===== src/rtl/ram_ctrl_pkg.sv =====
// Shared types and constants for the RAM request controller.
package ram_ctrl_pkg;

    localparam int RAM_DATA_W = 16;

    // Byte-lane enables: [1] = bits 15:8, [0] = bits 7:0.
    localparam logic [1:0] BE_NONE = 2'b00;
    localparam logic [1:0] BE_LO   = 2'b01;
    localparam logic [1:0] BE_HI   = 2'b10;
    localparam logic [1:0] BE_WORD = 2'b11;

    typedef enum logic [2:0] {
        IDLE,
        RD,
        RDW,
        MRG,
        WR
    } state_t;

endpackage


===== src/rtl/ram_byte_ctrl_merge.sv =====
// Lane merge for read-modify-write: enabled lanes take the new word,
// disabled lanes keep the word read back from the RAM.
module byte_merge
    import ram_ctrl_pkg::*;
(
    input  logic [RAM_DATA_W-1:0] old_word,
    input  logic [RAM_DATA_W-1:0] new_word,
    input  logic [1:0]            be,
    output logic [RAM_DATA_W-1:0] merged
);

    assign merged[15:8] = be[1] ? new_word[15:8] : old_word[15:8];
    assign merged[7:0]  = be[0] ? new_word[7:0]  : old_word[7:0];

endmodule


===== src/rtl/ram_byte_ctrl.sv =====
// Request controller in front of a 4096x16 synchronous RAM. Sequences
// chip-select / write-enable, does read-modify-write for single-byte
// writes and returns read data with a one-cycle response pulse.
module ram_byte_ctrl
    import ram_ctrl_pkg::*;
#(
    parameter int ADDR_W = 12
) (
    input  logic                  CLK,
    input  logic                  RESET,
    input  logic                  REQ_VALID,
    output logic                  REQ_READY,
    input  logic                  REQ_WE,
    input  logic [1:0]            REQ_BE,
    input  logic [ADDR_W-1:0]     REQ_ADDR,
    input  logic [RAM_DATA_W-1:0] REQ_WDATA,
    output logic                  RSP_VALID,
    output logic [RAM_DATA_W-1:0] RSP_RDATA,
    output logic                  RAM_nCS,
    output logic                  RAM_nWE,
    output logic [ADDR_W-1:0]     RAM_ADDR,
    output logic [RAM_DATA_W-1:0] RAM_DI,
    input  logic [RAM_DATA_W-1:0] RAM_DO
);

    state_t                state, state_nx;

    // Latched request fields needed after acceptance (address lives in RAM_ADDR).
    logic                  lat_we, lat_we_nx;
    logic [1:0]            lat_be, lat_be_nx;
    logic [RAM_DATA_W-1:0] lat_wdata, lat_wdata_nx;

    logic                  ncs_nx, nwe_nx, rsp_valid_nx;
    logic [ADDR_W-1:0]     addr_nx;
    logic [RAM_DATA_W-1:0] di_nx, rdata_nx;
    logic [RAM_DATA_W-1:0] merged;

    byte_merge u_merge (
        .old_word (RAM_DO),
        .new_word (lat_wdata),
        .be       (lat_be),
        .merged   (merged)
    );

    // Only the idle state takes requests; held off while reset is applied.
    assign REQ_READY = (state == IDLE) && !RESET;

    // Next-state and next-output decode; strobes default high so each
    // access pulses them for exactly one cycle.
    always_comb begin
        state_nx     = state;
        ncs_nx       = 1'b1;
        nwe_nx       = 1'b1;
        addr_nx      = RAM_ADDR;
        di_nx        = RAM_DI;
        rsp_valid_nx = 1'b0;
        rdata_nx     = RSP_RDATA;
        lat_we_nx    = lat_we;
        lat_be_nx    = lat_be;
        lat_wdata_nx = lat_wdata;

        case (state)
            IDLE: begin
                if (REQ_VALID && REQ_READY) begin
                    lat_we_nx    = REQ_WE;
                    lat_be_nx    = REQ_BE;
                    lat_wdata_nx = REQ_WDATA;
                    if (!REQ_WE) begin
                        state_nx = RD;
                        ncs_nx   = 1'b0;
                        addr_nx  = REQ_ADDR;
                    end else if (REQ_BE == BE_WORD) begin
                        state_nx = WR;
                        ncs_nx   = 1'b0;
                        nwe_nx   = 1'b0;
                        addr_nx  = REQ_ADDR;
                        di_nx    = REQ_WDATA;
                    end else if (REQ_BE != BE_NONE) begin
                        // Single-byte write: fetch the old word first.
                        state_nx = RD;
                        ncs_nx   = 1'b0;
                        addr_nx  = REQ_ADDR;
                    end
                    // An empty byte mask touches nothing and stays idle.
                end
            end
            RD: state_nx = RDW;
            RDW: begin
                if (lat_we) begin
                    // Merge happens here so the write strobe follows directly.
                    state_nx = WR;
                    ncs_nx   = 1'b0;
                    nwe_nx   = 1'b0;
                    di_nx    = merged;
                end else begin
                    state_nx     = IDLE;
                    rsp_valid_nx = 1'b1;
                    rdata_nx     = RAM_DO;
                end
            end
            // MRG is never entered by the current sequence; recover to idle.
            MRG:     state_nx = IDLE;
            WR:      state_nx = IDLE;
            default: state_nx = IDLE;
        endcase
    end

    // State and registered outputs; reset aborts any access in flight.
    always_ff @(posedge CLK) begin
        if (RESET) begin
            state     <= IDLE;
            RAM_nCS   <= 1'b1;
            RAM_nWE   <= 1'b1;
            RAM_ADDR  <= '0;
            RAM_DI    <= '0;
            RSP_VALID <= 1'b0;
            RSP_RDATA <= '0;
            lat_we    <= 1'b0;
            lat_be    <= BE_NONE;
            lat_wdata <= '0;
        end else begin
            state     <= state_nx;
            RAM_nCS   <= ncs_nx;
            RAM_nWE   <= nwe_nx;
            RAM_ADDR  <= addr_nx;
            RAM_DI    <= di_nx;
            RSP_VALID <= rsp_valid_nx;
            RSP_RDATA <= rdata_nx;
            lat_we    <= lat_we_nx;
            lat_be    <= lat_be_nx;
            lat_wdata <= lat_wdata_nx;
        end
    end

endmodule


===== config.mk =====
export PLATFORM = sky130hd
export DESIGN_NAME = ram_byte_ctrl
export DESIGN_NICKNAME = d
export VERILOG_FILES = /design/src/rtl/ram_ctrl_pkg.sv /design/src/rtl/ram_byte_ctrl_merge.sv /design/src/rtl/ram_byte_ctrl.sv
export SDC_FILE = /design/constraint.sdc
export NUM_CORES = 1
export LEC_CHECK = 0
export CORE_ASPECT_RATIO = 1.2
export CORE_MARGIN = 2
export CORE_UTILIZATION = 51
export CTS_BUF_LIST = sky130_fd_sc_hd__clkbuf_8
export CTS_CLUSTER_DIAMETER = 200
export DETAILED_ROUTE_END_ITERATION = 8
export PLACE_DENSITY = 0.93
export SETUP_SLACK_MARGIN = 0.05
export SYNTH_ARGS = -nofsm -noshare
export SYNTH_HDL_FRONTEND = slang
export SYNTH_HIERARCHICAL = 1
export SYNTH_SLANG_ARGS = --single-unit

===== constraint.sdc =====
create_clock -name CLK -period 4.95 [get_ports CLK]
set_clock_uncertainty 0.2 [all_clocks]
set_input_delay 0.99 -clock CLK [delete_from_list [all_inputs] [get_ports CLK]]
set_output_delay 0.99 -clock CLK [all_outputs]
set_load 0.005 [all_outputs]

Word level (Yosys, flattened, before mapping)
Cells that the tools add are included.
{ "classes": {"n_eq_ne": 9, "n_mux": 26, "n_bitwise": 2, "reduce_logical": 12} }
{ "ops": {"columns": ["cell", "count"], "rows": [
  ["$mux 16", 4],
  ["$mux 12", 3],
  ["$pmux 16 s2", 1],
  ["$mux 8", 2],
  ["$mux 3", 5],
  ["$pmux 3 s3", 1],
  ["$mux 1", 8],
  ["$reduce_and 2->1", 3],
  ["$reduce_and 5->1", 1],
  ["$ne 2x1->1 const B", 2],
  ["$ne 2x2->1 const B", 2],
  ["$ne 4x2->1 const B", 1],
  ["$pmux 1 s2", 2],
  ["$reduce_bool 2->1", 2],
  ["$eq 3x1->1 const B", 1],
  ["$eq 3x2->1 const B", 1],
  ["$logic_not 3->1", 1],
  ["$ne 3x1->1 const B", 1],
  ["$reduce_and 3->1", 1],
  ["$eq 2x2->1 const B", 1],
  ["$logic_and 1x1->1", 2],
  ["$not 1->1", 2],
  ["$reduce_or 2->1", 1],
  ["$logic_not 1->1", 1]
]} }
{ "totals": {"register_bits": 69, "in_bits": 50} }

Logic depth before layout (Yosys ltp)
Gate-level depths: netlist of run 1.
{ "logic_depth": {"word_depth": 6, "mapped_depth": 8} }

Modules after synthesis
Netlist of run 1, hierarchy kept.
{ "by_module_without_submodules": {"columns": ["mod", "n_inst", "cells_each", "area_per_inst_um2", "seq_area_each_um2"], "rows": [
  ["ram_byte_ctrl", 1, 325, 2751.4, 1381.3],
  ["byte_merge", 1, 18, 262.8, 0.0]
]} }

Worst setup path before layout of run 1
Ideal clock, no wire load.
{ "synth_timing": {"path_type": "input-to-output", "startpoint": "input RESET", "endpoint": "output REQ_READY", "arrival_ns": 1.916, "path_slack_ns": 1.844, "stages": 4, "n_path_buf": 3, "path_cell_list": "clkbuf_1 > clkbuf_1 > buf_1 > nor2_1"} }
{ "synth_via": {"elab_chain_len": 2} }
{ "synth_lines": {"columns": ["item", "line_no", "text"], "rows": [
  ["start, declared", "ram_byte_ctrl.sv:10", "input logic RESET,"],
  ["$logic_not 1->1", "ram_byte_ctrl.sv:46", "assign REQ_READY = (state == IDLE) && !RESET;"],
  ["$logic_and 1x1->1", "ram_byte_ctrl.sv:46", null],
  ["end, declared", "ram_byte_ctrl.sv:12", "output logic REQ_READY,"]
]} }
Every way passes these cells.

Worst setup path in the final report of run 1
{ "layout_timing": {"startpoint": "input REQ_WE", "endpoint": "register RAM_DI[13]"} }
{ "layout_via": {"elab_chain_len": 2} }
{ "layout_lines": {"columns": ["item", "line_no", "text"], "rows": [
  ["start, declared", "ram_byte_ctrl.sv:13", "input logic REQ_WE,"],
  ["$ne 2x2->1 (no line)", null, null],
  ["$reduce_and 5->1 (no line)", null, null],
  ["end signal, assigned", "ram_byte_ctrl.sv:126", "RAM_DI <= di_nx;"],
  ["end, declared", "ram_byte_ctrl.sv:22", "output logic [RAM_DATA_W-1:0] RAM_DI,"]
]} }
Every way passes these cells.
A chain may end at the register's enable or synchronous reset.

==> results of run 1 <==
## metrics by stage
stage	util	setup WS, ps
after floorplan	-	1840
after global placement	0.700	1500
after detailed placement	0.700	1420
after CTS	0.734	1750
after global routing	0.734	1670
final	0.734	1760
## logic make-up after synthesis
| kind of cell | count (synthesis) | synth area share |
|---|---|---|
| AND/OR/NAND/NOR | 146 | 0.212 |
| flip-flops | 69 | 0.458 |
| AO/OA/AOI/OAI | 57 | 0.105 |
| multiplexers | 44 | 0.179 |
| buffers and inverters | 26 | 0.0423 |
| XOR/XNOR | 1 | 0.00291 |
## per-layer routing
| metal | share of wire | vias up | global-route usage |
|---|---|---|---|
| met5 | 0 | - | 0 |
| met4 | 0.020 | 0 | 0.0843 |
| met3 | 0.077 | 22 | 0.0752 |
| met2 | 0.50 | 110 | 0.403 |
| met1 | 0.41 | 1235 | 0.279 |
| li1 | - | 1298 | - |
## worst paths after layout
kind	startpoint	to	cells after the start
setup / recovery	REQ_WE	RAM_DI[13]$_SDFFE_PP0P_	5
hold / removal	RSP_RDATA[1]$_SDFFE_PP0P_	RSP_RDATA[1]$_SDFFE_PP0P_	2
setup reg to reg	state[1]$_SDFFE_PP0P_	RSP_RDATA[4]$_SDFFE_PP0P_	4
hold reg to reg	RSP_RDATA[1]$_SDFFE_PP0P_	RSP_RDATA[1]$_SDFFE_PP0P_	2
## registers in the layout, indices dropped and copies added, names as in the netlist
signal,cells
lat_be,2
RAM_nWE,1
lat_we,1
state,3
RSP_VALID,1
RSP_RDATA,16
RAM_ADDR,12
RAM_nCS,1
RAM_DI,16
lat_wdata,16
## area by class of cell
type                            instances  area (um2)  share of cell area
Multi-Input combinational cell        248        1510               0.363
Sequential cell                        69        1380               0.332
Timing Repair Buffer                   98         973               0.234
Clock buffer                           11         151              0.0364
Tap cell                               80         100              0.0241
Clock inverter                          4        41.3             0.00993
Inverter                                1        3.75            0.000903
## cells in the mapped netlist, drive strengths merged, types with 2 or more instances
| library cell | instances | share of area |
|---|---|---|
| a21oi | 33 | 0.055 |
| clkbuf | 13 | 0.016 |
| nor2 | 17 | 0.022 |
| mux2i | 12 | 0.040 |
| nand2 | 102 | 0.13 |
| nor2b | 17 | 0.035 |
| mux2 | 32 | 0.14 |
| nor3 | 2 | 0.0071 |
| nor3b | 2 | 0.0066 |
| o21ai | 19 | 0.032 |
| nand2b | 2 | 0.0042 |
| dfxtp | 69 | 0.46 |
| buf | 12 | 0.025 |
## power by group through the flow
stage               registers, mW  clock network, mW  logic (mW)
global route                0.607              0.475       0.196
detailed placement          0.616                  0       0.179
finish                      0.604              0.443       0.180
global placement            0.614                  0       0.175
CTS                         0.603              0.452       0.181
floorplan                   0.608                  0       0.100
## worst max-delay path: stages
cell and delay, ps:
sky130_fd_sc_hd__clkdlybuf4s50_1 520, sky130_fd_sc_hd__nor3b_1 410, sky130_fd_sc_hd__nor2_1 110, sky130_fd_sc_hd__o221ai_2 750, sky130_fd_sc_hd__mux2_2 420
==> flow_summary.toml, run 1 <==
[power_and_ir_drop]
internal-power_mw = 0.941
clock_power_share = 0.361
fin_total_pwr_mw = 1.23
power_leakage_nw = 1.59
sw_frac_of_total = 0.233
power.share.sequential = 0.492
switching_power_mw = 0.287
power_density_mw_per_mm2 = 295
max-vdd-ir-drop_v = 0.000205
combPwrFrac = 0.147

[finish]
diodes = 0
final_layout_size_suffix_gt1_frac = 0.121
fill_cells = 411
final_cell_mix = "sky130_fd_sc_hd__nand2_1, sky130_fd_sc_hd__clkdlybuf4s50_1, sky130_fd_sc_hd__dfxtp_1"
area_delta_synth_final_pct = 38.0
stdcell_area_mm2 = 0.00416
instances_no_fill = 511
fin_nets = 477
layout.cells.most_common = "sky130_fd_sc_hd__nand2_1"

[cts]
cts.path.max_buffers = 2
clock_insertion_delay_worst_skew_ps = 340
clock-sinks = 69
tritoncts.num_buffers = 9
clk_transition_reported_paths_ps = 60
clock-root-buffer = "sky130_fd_sc_hd__clkbuf_8"
cts.hold.buffers_added = 0
clock_tree.htree_level_count = 3
postCtsSetupBuffers = 0
cts_repair_resize_count = 0
tritoncts = "done"

[synthesis]
synth_area_per_cell_um2 = 8.79
synth-edff-count = 0
syn_nets = 393
yosysWarnings = 6
synth.ff_latch_count = 69
yosysSeqAreaShare = 0.458
synthesis.instances = 343
ys_dominant_reg_cell = "sky130_fd_sc_hd__dfxtp_1"
post_synth_num_cell_types = 31
syn-cell-area_mm2 = 0.00301
postSynth.asyncResetShare = 0

[timing]
number_of_failing_setup_endpoints_in_the_final_timing_report = 0
final-max-slew-violation-count = 0
finalCriticalPeriod_ps = 3190
hold_viol_final = 0
layout_worst_path_cycle_share = 0.644
relSlewSlack = 0.164
max_clock_freq_ghz = 0.314
timing_worst_slew_pin_value_ps = 1250
setup_tns_ps = 0
hold_slack_ps = 255
rsz0062_at_grt = "false"

[setup_path]
cp_max_fo = 16
crit_required_ps = 4970
endpoint_kind = "register"
path_class = "input pin to register"
rrSetupSlack_ps = 2200
worst_ep_arrival_time_ps = 3210
critPathLaunchType = "input pin"

[die]
floorplan.initialDensity = 0.532
fp.dieArea_mm2 = 0.00654
ioPinCount = 98
rows = 30
floorplan.core_area_mm2 = 0.00567
chipHeight_um = 88.2
die_w_um = 74.2

[placed_design]
dp.cells = 496
port_buffers = 97
dpl.hpwl_mm = 5.30
final_wtd_congestion = 0.862
dp_area_mm2 = 0.00397

[global_routing]
grt_max_degree = 39
first_global_vias = 2540
grt_use_total = 0.237
grt_overflow = 0
grt_first_pass_wirelength_mm = 11.7
initial_antenna_violation_count = 0

[route]
postRouteWirelength_mm = 7.43
dr.first_iter.drc_count = 107
drc = 0
postRouteAntennaNets = 0
drt-vias-per-instance = 5.22
drtPass1Iterations = 4
wire_per_inst_um = 14.5
via_count = 2665

[run_status]
status = "completed"

[run]
max_cap_violations = 0

[hold_path]
timing.hold.worst.class = "register to register"
Note: power is estimated with default switching activity, not from simulation.
==> inputs of run 2 (changes only) <==
--- a/config.mk
+++ b/config.mk
@@ -7,11 +7,11 @@
 export LEC_CHECK = 0
 export CORE_ASPECT_RATIO = 1.2
 export CORE_MARGIN = 2
-export CORE_UTILIZATION = 51
+export CORE_UTILIZATION = 48
 export CTS_BUF_LIST = sky130_fd_sc_hd__clkbuf_8
 export CTS_CLUSTER_DIAMETER = 200
 export DETAILED_ROUTE_END_ITERATION = 8
-export PLACE_DENSITY = 0.93
+export PLACE_DENSITY = 0.89
 export SETUP_SLACK_MARGIN = 0.05
 export SYNTH_ARGS = -nofsm -noshare
 export SYNTH_HDL_FRONTEND = slang
==> constraint.sdc (replaced) <==
create_clock -name CLK -period 3.1 [get_ports CLK]
set_clock_uncertainty 0.2 [all_clocks]
set_input_delay 0.62 -clock CLK [delete_from_list [all_inputs] [get_ports CLK]]
set_output_delay 0.62 -clock CLK [all_outputs]
set_load 0.005 [all_outputs]
==> flow_summary.toml, run 2 (same netlist as run 1, synthesis figures left out) <==
[timing]
final-max-slew-violation-count = 0
hold_viol_final = 0
number_of_failing_setup_endpoints_in_the_final_timing_report = 0
rsz0062_at_grt = "false"
layout_worst_path_cycle_share = 0.881
finalCriticalPeriod_ps = 2730
timing_worst_slew_pin_value_ps = 690
hold_slack_ps = 252
setup_tns_ps = 0
worst_case_setup_margin_in_the_final_layout_ps = 368
max_clock_freq_ghz = 0.366
relSlewSlack = 0.538

[power_and_ir_drop]
power_leakage_nw = 1.62
fin_total_pwr_mw = 2.02
max-vdd-ir-drop_v = 0.000409
combPwrFrac = 0.145
power_density_mw_per_mm2 = 478
clock_power_share = 0.376
sw_frac_of_total = 0.238
power.share.sequential = 0.479
internal-power_mw = 1.54
switching_power_mw = 0.480

[finish]
layout_top_registers = "RAM_DI x16, RSP_RDATA x16, lat_wdata x16"
fin_nets = 482
final_layout_size_suffix_gt1_frac = 0.137
area_delta_synth_final_pct = 39.9
diodes = 0
layout.cells.most_common = "sky130_fd_sc_hd__nand2_1"
stdcell_area_mm2 = 0.00422
final_cell_mix = "sky130_fd_sc_hd__nand2_1, sky130_fd_sc_hd__clkdlybuf4s50_1, sky130_fd_sc_hd__dfxtp_1"

[cts]
clock_insertion_delay_worst_skew_ps = 340
clock-sinks = 69
cts.path.max_buffers = 2
tritoncts = "done"
cts.hold.buffers_added = 0
clock-root-buffer = "sky130_fd_sc_hd__clkbuf_8"
clk_transition_reported_paths_ps = 70
tritoncts.num_buffers = 9
postCtsSetupBuffers = 0
cts_repair_resize_count = 0
clock_tree.htree_level_count = 3

[global_routing]
grt_use_total = 0.238
grt_overflow = 0
grt_max_degree = 64
first_global_vias = 2624
initial_antenna_violation_count = 0
grt_first_pass_wirelength_mm = 13.0

[setup_path]
rrSetupSlack_ps = 820
endpoint_kind = "output pin"
crit_required_ps = 2280
worst_ep_arrival_time_ps = 1910
critPathLaunchType = "register"
r2r_cells = 4
cp_max_fo = 9
path_class = "register to output pin"
critical_path.reg2reg.endpoint = "RSP_RDATA[9]$_SDFFE_PP0P_"
reg2reg_from = "state[1]$_SDFFE_PP0P_"

[hold_path]
worst_hold_startpoint = "RSP_RDATA[2]$_SDFFE_PP0P_"
timing.hold.worst.class = "register to register"
timing.hold.worst_endpoint = "RSP_RDATA[2]$_SDFFE_PP0P_"
whs_path_depth = 2

[placed_design]
final_wtd_congestion = 0.846
port_buffers = 97
dpl.hpwl_mm = 5.50
dpl_worst_slack_ps = 316
dp_area_mm2 = 0.00401

[route]
dr.first_iter.drc_count = 130
drc = 0
drtPass1Iterations = 4
drt-vias-per-instance = 5.15
via_count = 2673
wire_per_inst_um = 14.9
postRouteWirelength_mm = 7.72
postRouteAntennaNets = 0

[die]
rows = 31
fp.dieArea_mm2 = 0.00693
floorplan.initialDensity = 0.498
die_w_um = 76.3
floorplan.core_area_mm2 = 0.00605
chipHeight_um = 90.8
ioPinCount = 98

[run]
max_cap_violations = 0

[run_status]
status = "completed"
run 2: changes by cell type in the layout (fill, tap and decap cells not counted), sizes merged:
cell and change:
buf +5, inv -2, clkbuf +1, clkinv +1, clkinvlp +1
run 2: how the worst max path moves through the flow:
stage	start	end	cells after the start
final	state[1]$_SDFFE_PP0P_	REQ_READY	3
after floorplan	RESET	REQ_READY	4
after CTS	state[1]$_SDFFE_PP0P_	REQ_READY	3
after global placement	REQ_WE	RAM_DI[14]$_SDFFE_PP0P_	6
after global routing	state[1]$_SDFFE_PP0P_	REQ_READY	3
after detailed placement	REQ_WE	RAM_DI[10]$_SDFFE_PP0P_	6
run 2: final cells by class:
| type | instances | area (um2) |
|---|---|---|
| Fill cell | 484 | 1830 |
| Multi-Input combinational cell | 248 | 1510 |
| Sequential cell | 69 | 1380 |
| Timing Repair Buffer | 103 | 1010 |
| Clock buffer | 12 | 165 |
| Tap cell | 82 | 103 |
| Clock inverter | 4 | 46.3 |
| Inverter | 1 | 3.75 |
run 2: metal layers:
layer | wire length [um] | up-vias | track usage
met3 | 596 | 17 | 0.0730
li1 | - | 1313 | -
met5 | 0 | - | 0
met2 | 3750 | 126 | 0.381
met4 | 184 | 0 | 0.100
met1 | 3190 | 1217 | 0.295
run 2: worst max-delay path: stages, from the launching register on:
cell	delay, ps
sky130_fd_sc_hd__dfxtp_1	390
sky130_fd_sc_hd__or3_1	530
sky130_fd_sc_hd__nor2_1	150
sky130_fd_sc_hd__clkdlybuf4s50_1	520
run 2: power by group through the flow:
stage | Clock, mW | Sequential, mW | Combinational [mW]
floorplan | 0 | 0.971 | 0.160
global placement | 0 | 0.981 | 0.287
detailed placement | 0 | 0.984 | 0.293
CTS | 0.779 | 0.964 | 0.294
global route | 0.813 | 0.970 | 0.320
finish | 0.758 | 0.965 | 0.293
run 2: per-stage QoR:
step,std cells,utilization
5_1_grt,519,0.697
3_5_place_dp,503,0.662
6_report,519,0.697
4_1_cts,519,0.697
2_1_floorplan,343,-
3_3_place_gp,503,0.662
==> RTL edit 1 (settings of run 1) <==
The 5 states of `state_t` get a one-hot encoding in 5 bits.
--- a/src/rtl/ram_ctrl_pkg.sv
+++ b/src/rtl/ram_ctrl_pkg.sv
@@ -11,8 +11,8 @@
 
-    typedef enum logic [2:0] {
-        IDLE,
-        RD,
-        RDW,
-        MRG,
-        WR
+    typedef enum logic [4:0] {
+        IDLE = 5'b00001,
+        RD   = 5'b00010,
+        RDW  = 5'b00100,
+        MRG  = 5'b01000,
+        WR   = 5'b10000
     } state_t;
Formal check against the unedited RTL: same outputs for any inputs over 4 cycles, from zero or initial values and one cycle with RESET high; so few cycles prove little.
==> RTL edit 1 against run 1 <==
  * Setup slack got worse by 0.12 ns
  * Final cell count fell by 4.9%
  * Sequential cell count is 1 higher
  * Routed wire length grew 11%
  * Total power up 14%
  * Combinational power up 14%
  * Cell area is 2.8% higher
  * Clock power increased by 28%
  * Area after synthesis increased by 1.8%
  * Worst hold slack gained 0.0094 ns
==> RTL edit 1: results (changes against run 1) <==
* Fraction of layout instances using a drive strength above 1 at 13.1% (was 12.1%)
* Global-route wire length before repair at 13.0 mm (was 11.7 mm)
* Vias in the first global route at 2642 (was 2540)
* Post-DP HPWL at 5.37 mm (was 5.30 mm)
* Post-synthesis sequential area ratio at 45.7% (was 45.8%)
* Root Driver: clkbuf_8 (unchanged)
* Top flop regs: RAM_DI: 16 flops, RSP_RDATA: 16 flops, lat_wdata: 16 flops (unchanged)
* Pre-Repair DR Iteration Count at 5 (was 4)
* Clock Path Buffers at 2 (unchanged)
* Sw Ratio at 24.1% (was 23.3%)
* VDD IR max at 205 µV (about the same)
* Mapped Nets at 366 (was 393)
* Final net count at 451 (was 477)
* Worst Min Path Start: RSP_RDATA[0] (was RSP_RDATA[1])
* Hold WC Path Type: flip-flop to flip-flop (unchanged)
* Top cells by count, synth: dfxtp_1, nand2_1, a21oi_1, mux2i_1, nand2b_1 (was nand2_1, dfxtp_1, a21oi_1, o21ai_0, nor2b_1)
* Most used DFF post-synth: dfxtp_1 (unchanged)
* Drt first-iter violations at 158 (was 107)
* Clock Latency Late Sink at roughly 0.35 ns
* Post-route DRC at 0 (unchanged)
* Total GRT Usage at 26.4% (was 23.7%)
* Leading area contributor after synthesis: dfxtp_1 (unchanged)
* Routed length per instance at 17.0 µm (was 14.5 µm)
* Hold_ws at 0.265 ns (was 0.255 ns)
* Worst hold stages at 2 (unchanged)
* Status: complete, no violations (unchanged)
* Ranking of synthesized cells by area: dfxtp_1, mux2i_1, mux2_4, nand2_1, a21oi_1 (was dfxtp_1, nand2_1, mux2_4, mux2_2, a21oi_1)
* Placer Congestion at 0.749 (was 0.862)
* Antenna violations before repair at 0 (unchanged)
* Yosys cell types at 28 (was 31)
* R2r endpoint: RAM_ADDR[1] (was RSP_RDATA[4])
* Hold endpoint: RSP_RDATA[0] (was RSP_RDATA[1])
* Number of flops mapped to enable cells by yosys at 0 (unchanged)
* Largest net degree at the start of global routing at 40 (was 39)
* Crit Reg-Reg Startpoint: state[4] (was state[1])
* CP max FO at 6 (was 16)
* Pleak at 1.47 nW (was 1.59 nW)
* YS warnings at 6 (unchanged)
* Via count at 2634 (was 2665)
* Slew HR at 43.0% (was 16.4%)
* Worst R2R Setup Slack at 2.43 ns (was 2.20 ns)
* Diodes inserted at 0 (unchanged)
* CTS Buf Count at 9 (unchanged)
* # fillers at 369 (was 411)
==> RTL edit 1: how the worst max path moves through the flow <==
stage             start        end  slack, ns  cells after the start
4_1_cts        state[4]  REQ_READY       1.63                      3
3_3_place_gp      RESET  REQ_READY       1.71                      3
5_1_grt        state[4]  REQ_READY       1.60                      3
3_5_place_dp      RESET  REQ_READY       1.72                      3
2_1_floorplan     RESET  REQ_READY       1.99                      4
6_report       state[4]  REQ_READY       1.65                      3
==> RTL edit 1: per-layer routing <==
metal,track usage [%],routed length [µm],vias to the layer above
met3,5.86,422,23
met5,0,0,-
met2,46.4,4310,80
met4,12.3,205,0
li1,-,-,1257
met1,30.1,3310,1274
==> RTL edit 1: through the flow <==
| step | cell area (µm²) | util, % | cells | total power, mW | worst slack, ns |
|---|---|---|---|---|---|
| 6_report | 4280 | 74.4 | 486 | 1.39 | 1.65 |
| 2_1_floorplan | 3070 | - | 316 | 0.745 | 1.99 |
| 3_3_place_gp | 4030 | 70.1 | 470 | 0.828 | 1.71 |
| 5_1_grt | 4280 | 74.4 | 486 | 1.44 | 1.60 |
| 3_5_place_dp | 4030 | 70.1 | 470 | 0.836 | 1.72 |
| 4_1_cts | 4270 | 74.4 | 486 | 1.40 | 1.63 |
==> RTL edit 1: final cells by class <==
cell class	count	area [µm²]	area share [%]
Tap cell	80	100	2.34
Timing Repair Buffer	100	988	23.1
Sequential cell	70	1400	32.8
Multi-Input combinational cell	220	1540	36.0
Clock inverter	6	110	2.58
Clock buffer	10	138	3.22
==> RTL edit 1: cells by family after synthesis <==
kind of cell | after synthesis | synth area share, %
AOI/OAI and AO/OA | 73 | 16.2
DFF | 70 | 45.7
buffers and inverters | 26 | 4.65
muxes | 44 | 17.0
and+or+nand+nor | 102 | 16.2
xor gates and xnor gates | 1 | 0.286
==> RTL edit 1: worst max-delay path, cell delays in order (launching register included) <==
cell and delay (ns):
dfxtp_1 0.36, or4b_1 0.73, nor2_1 0.16, clkdlybuf4s50_1 0.51
==> RTL edit 1: power groups by stage <==
| stage | sequential, mW | clock [mW] | combinational (mW) |
|---|---|---|---|
| 6_report | 0.622 | 0.566 | 0.206 |
| 5_1_grt | 0.625 | 0.590 | 0.220 |
| 4_1_cts | 0.621 | 0.571 | 0.206 |
| 3_5_place_dp | 0.633 | 0 | 0.203 |
| 3_3_place_gp | 0.630 | 0 | 0.198 |
| 2_1_floorplan | 0.622 | 0 | 0.123 |
==> RTL edit 2 (config.mk and constraints of run 1) <==
Without the edit above. Set the parameter `ADDR_W` to 10 (it was 12).
--- a/src/rtl/ram_byte_ctrl.sv
+++ b/src/rtl/ram_byte_ctrl.sv
@@ -6,3 +6,3 @@
 #(
-    parameter int ADDR_W = 12
+    parameter int ADDR_W = 10
 ) (
Ports: changed (resized RAM_ADDR and REQ_ADDR); port bits go from 98 to 94. No check against the original RTL was run, so the function may have changed too.
==> RTL edit 2 against run 1 <==
  * Core utilization fell by 1.1 points
  * Cell area down 0.84%
  * Register-to-register slack gained 0.08 ns
  * Routed wire length increased by 1.1%
  * Area after synthesis grew 1.2%
  * Total power decreased by 2.2%
  * Final cell count is 0.39% higher
  * Sequential cell count down 2
  * Setup slack lost 0.23 ns
  * Highest routed layer unchanged
==> RTL edit 2: results (changes against run 1) <==
* Yosys cell types at 27 (was 31)
* Top cells by count, synth: nand2_1, dfxtp_1, a21oi_1, mux2_4, nand3b_1 (was nand2_1, dfxtp_1, a21oi_1, o21ai_0, nor2b_1)
* Vias in the first global route at 2521 (was 2540)
* Htree depth at 3 (unchanged)
* Via count at 2640 (was 2665)
* Antenna violations before repair at 0 (unchanged)
* Slowest-stage cell, CP: a22o_1 (was o221ai_2)
* Final net count at 476 (was 477)
* DP Worst Slack at 1.17 ns (was 1.42 ns)
* Post-synthesis sequential area ratio at 44.0% (was 45.8%)
* Worst hold stages at 2 (unchanged)
* Placer Congestion at 0.823 (was 0.862)
* Critical path arrival at 3.44 ns (was 3.21 ns)
* CTS hold repair buffers at 0 (unchanged)
* Ranking of synthesized cells by area: dfxtp_1, nand2_1, mux2_4, a21oi_1, nand3b_1 (was dfxtp_1, nand2_1, mux2_4, mux2_2, a21oi_1)
* Area delta synth->final at 35.2% (was 38.0%)
* Drt first-iter violations at 178 (was 107)
* Worst R2R Setup Slack at 2.28 ns (was 2.20 ns)
* Routed length per instance at 14.6 µm (was 14.5 µm)
* Pleak at 1.64 nW (was 1.59 nW)
* Global-route wire length before repair at 12.0 mm (was 11.7 mm)
* Largest net degree at the start of global routing at 84 (was 39)
* Clock Latency Late Sink at 0.34 ns (about the same)
* Antenna viol nets, final at 0 (unchanged)
* CP max stage delay at 0.78 ns (was 0.75 ns)
* Root Driver: clkbuf_8 (unchanged)
* Finished Layout Cells at 513 (was 511)
* Setup Buffers After CTS at 0 (unchanged)
* Diodes inserted at 0 (unchanged)
* Cells after DPL at 497 (was 496)
* Top delay family on crit path: compound AO/OA/AOI/OAI gates (unchanged)
* CP max FO at 18 (was 16)
* Worst-margin pin slew at 1.03 ns (was 1.25 ns)
* Mapped Nets at 400 (was 393)
* Syn Inst Count at 352 (was 343)
* Worst Setup SP: REQ_WE (unchanged)
* Async S/R FF share, synth at 0% (unchanged)
* Port Buffers at 93 (was 97)
* DP Area at 0.00393 mm² (was 0.00397 mm²)
* Worst Reg-to-Reg Cells at 4 (unchanged)
* Post-DP HPWL at 5.25 mm (was 5.30 mm)
* VDD IR max at 200 µV (was 205 µV)
* Fraction of layout instances using a drive strength above 1 at 12.2% (was 12.1%)
* Status: complete, no violations (unchanged)
* Hold endpoint: RAM_ADDR[1] (was RSP_RDATA[1])
* Crit Reg-Reg Startpoint: state[1] (unchanged)
* Total GRT Usage at 23.8% (was 23.7%)
* Worst Min Path Start: RAM_ADDR[1] (was RSP_RDATA[1])
* Crit path to: RAM_DI[3] (was RAM_DI[13])
* Max Cap Viol at 0 (unchanged)
* Min Tclk post-route at 3.42 ns (was 3.19 ns)
* Hold_ws at 0.260 ns (was 0.255 ns)
* Resize count post-CTS at 0 (unchanged)
* R2r endpoint: RAM_DI[12] (was RSP_RDATA[4])
## RTL edit 2: changes by cell type in the layout (fill, tap and decap cells not counted), sizes merged, moves of 4 or more
cell and delta:
nor2 -15, clkdlybuf4s50 -4, nand2 +15, mux2i -12
a21oi +10, o21ai -18, nand3 +11, nand3b +20
## RTL edit 2: metal layers
layer | track usage [%] | vias to the layer above | wire length (µm)
li1 | - | 1318 | -
met1 | 29.0 | 1205 | 3200
met2 | 39.3 | 97 | 3710
met3 | 6.04 | 20 | 411
met4 | 10.7 | 0 | 189
met5 | 0 | - | 0
## RTL edit 2: kinds of logic (layout without fill, tap and decap cells)
group / after synthesis / count (layout) / synth area share [%]
buffers and inverters: 29 / 110 / 5.04
XOR/XNOR: 1 / 1 / 0.287
flip-flops: 67 / 67 / 44.0
multiplexers: 32 / 32 / 14.8
AO/OA/AOI/OAI: 47 / 47 / 8.37
AND/OR/NAND/NOR: 176 / 176 / 27.6
## RTL edit 2: worst register-to-register path, cell delays in order (launching register included)
cell     delay (ns)
dfxtp_1        0.50
nor3b_4        0.72
nand2_1        0.13
a22o_1         0.56
mux2_4         0.44
## RTL edit 2: layout make-up
| class | count | area, µm² |
|---|---|---|
| clock buffers | 9 | 124 |
| clock inverters | 7 | 70.1 |
| fillers | 424 | 1580 |
| multi-input cells | 256 | 1560 |
| flip-flops and latches | 67 | 1340 |
| well taps | 80 | 100 |
| repair buffers | 94 | 933 |
## RTL edit 2: power by group
group / switching [mW] / internal (mW)
Combinational: 0.0715 / 0.100
Sequential: 0.0218 / 0.564
Clock: 0.212 / 0.230
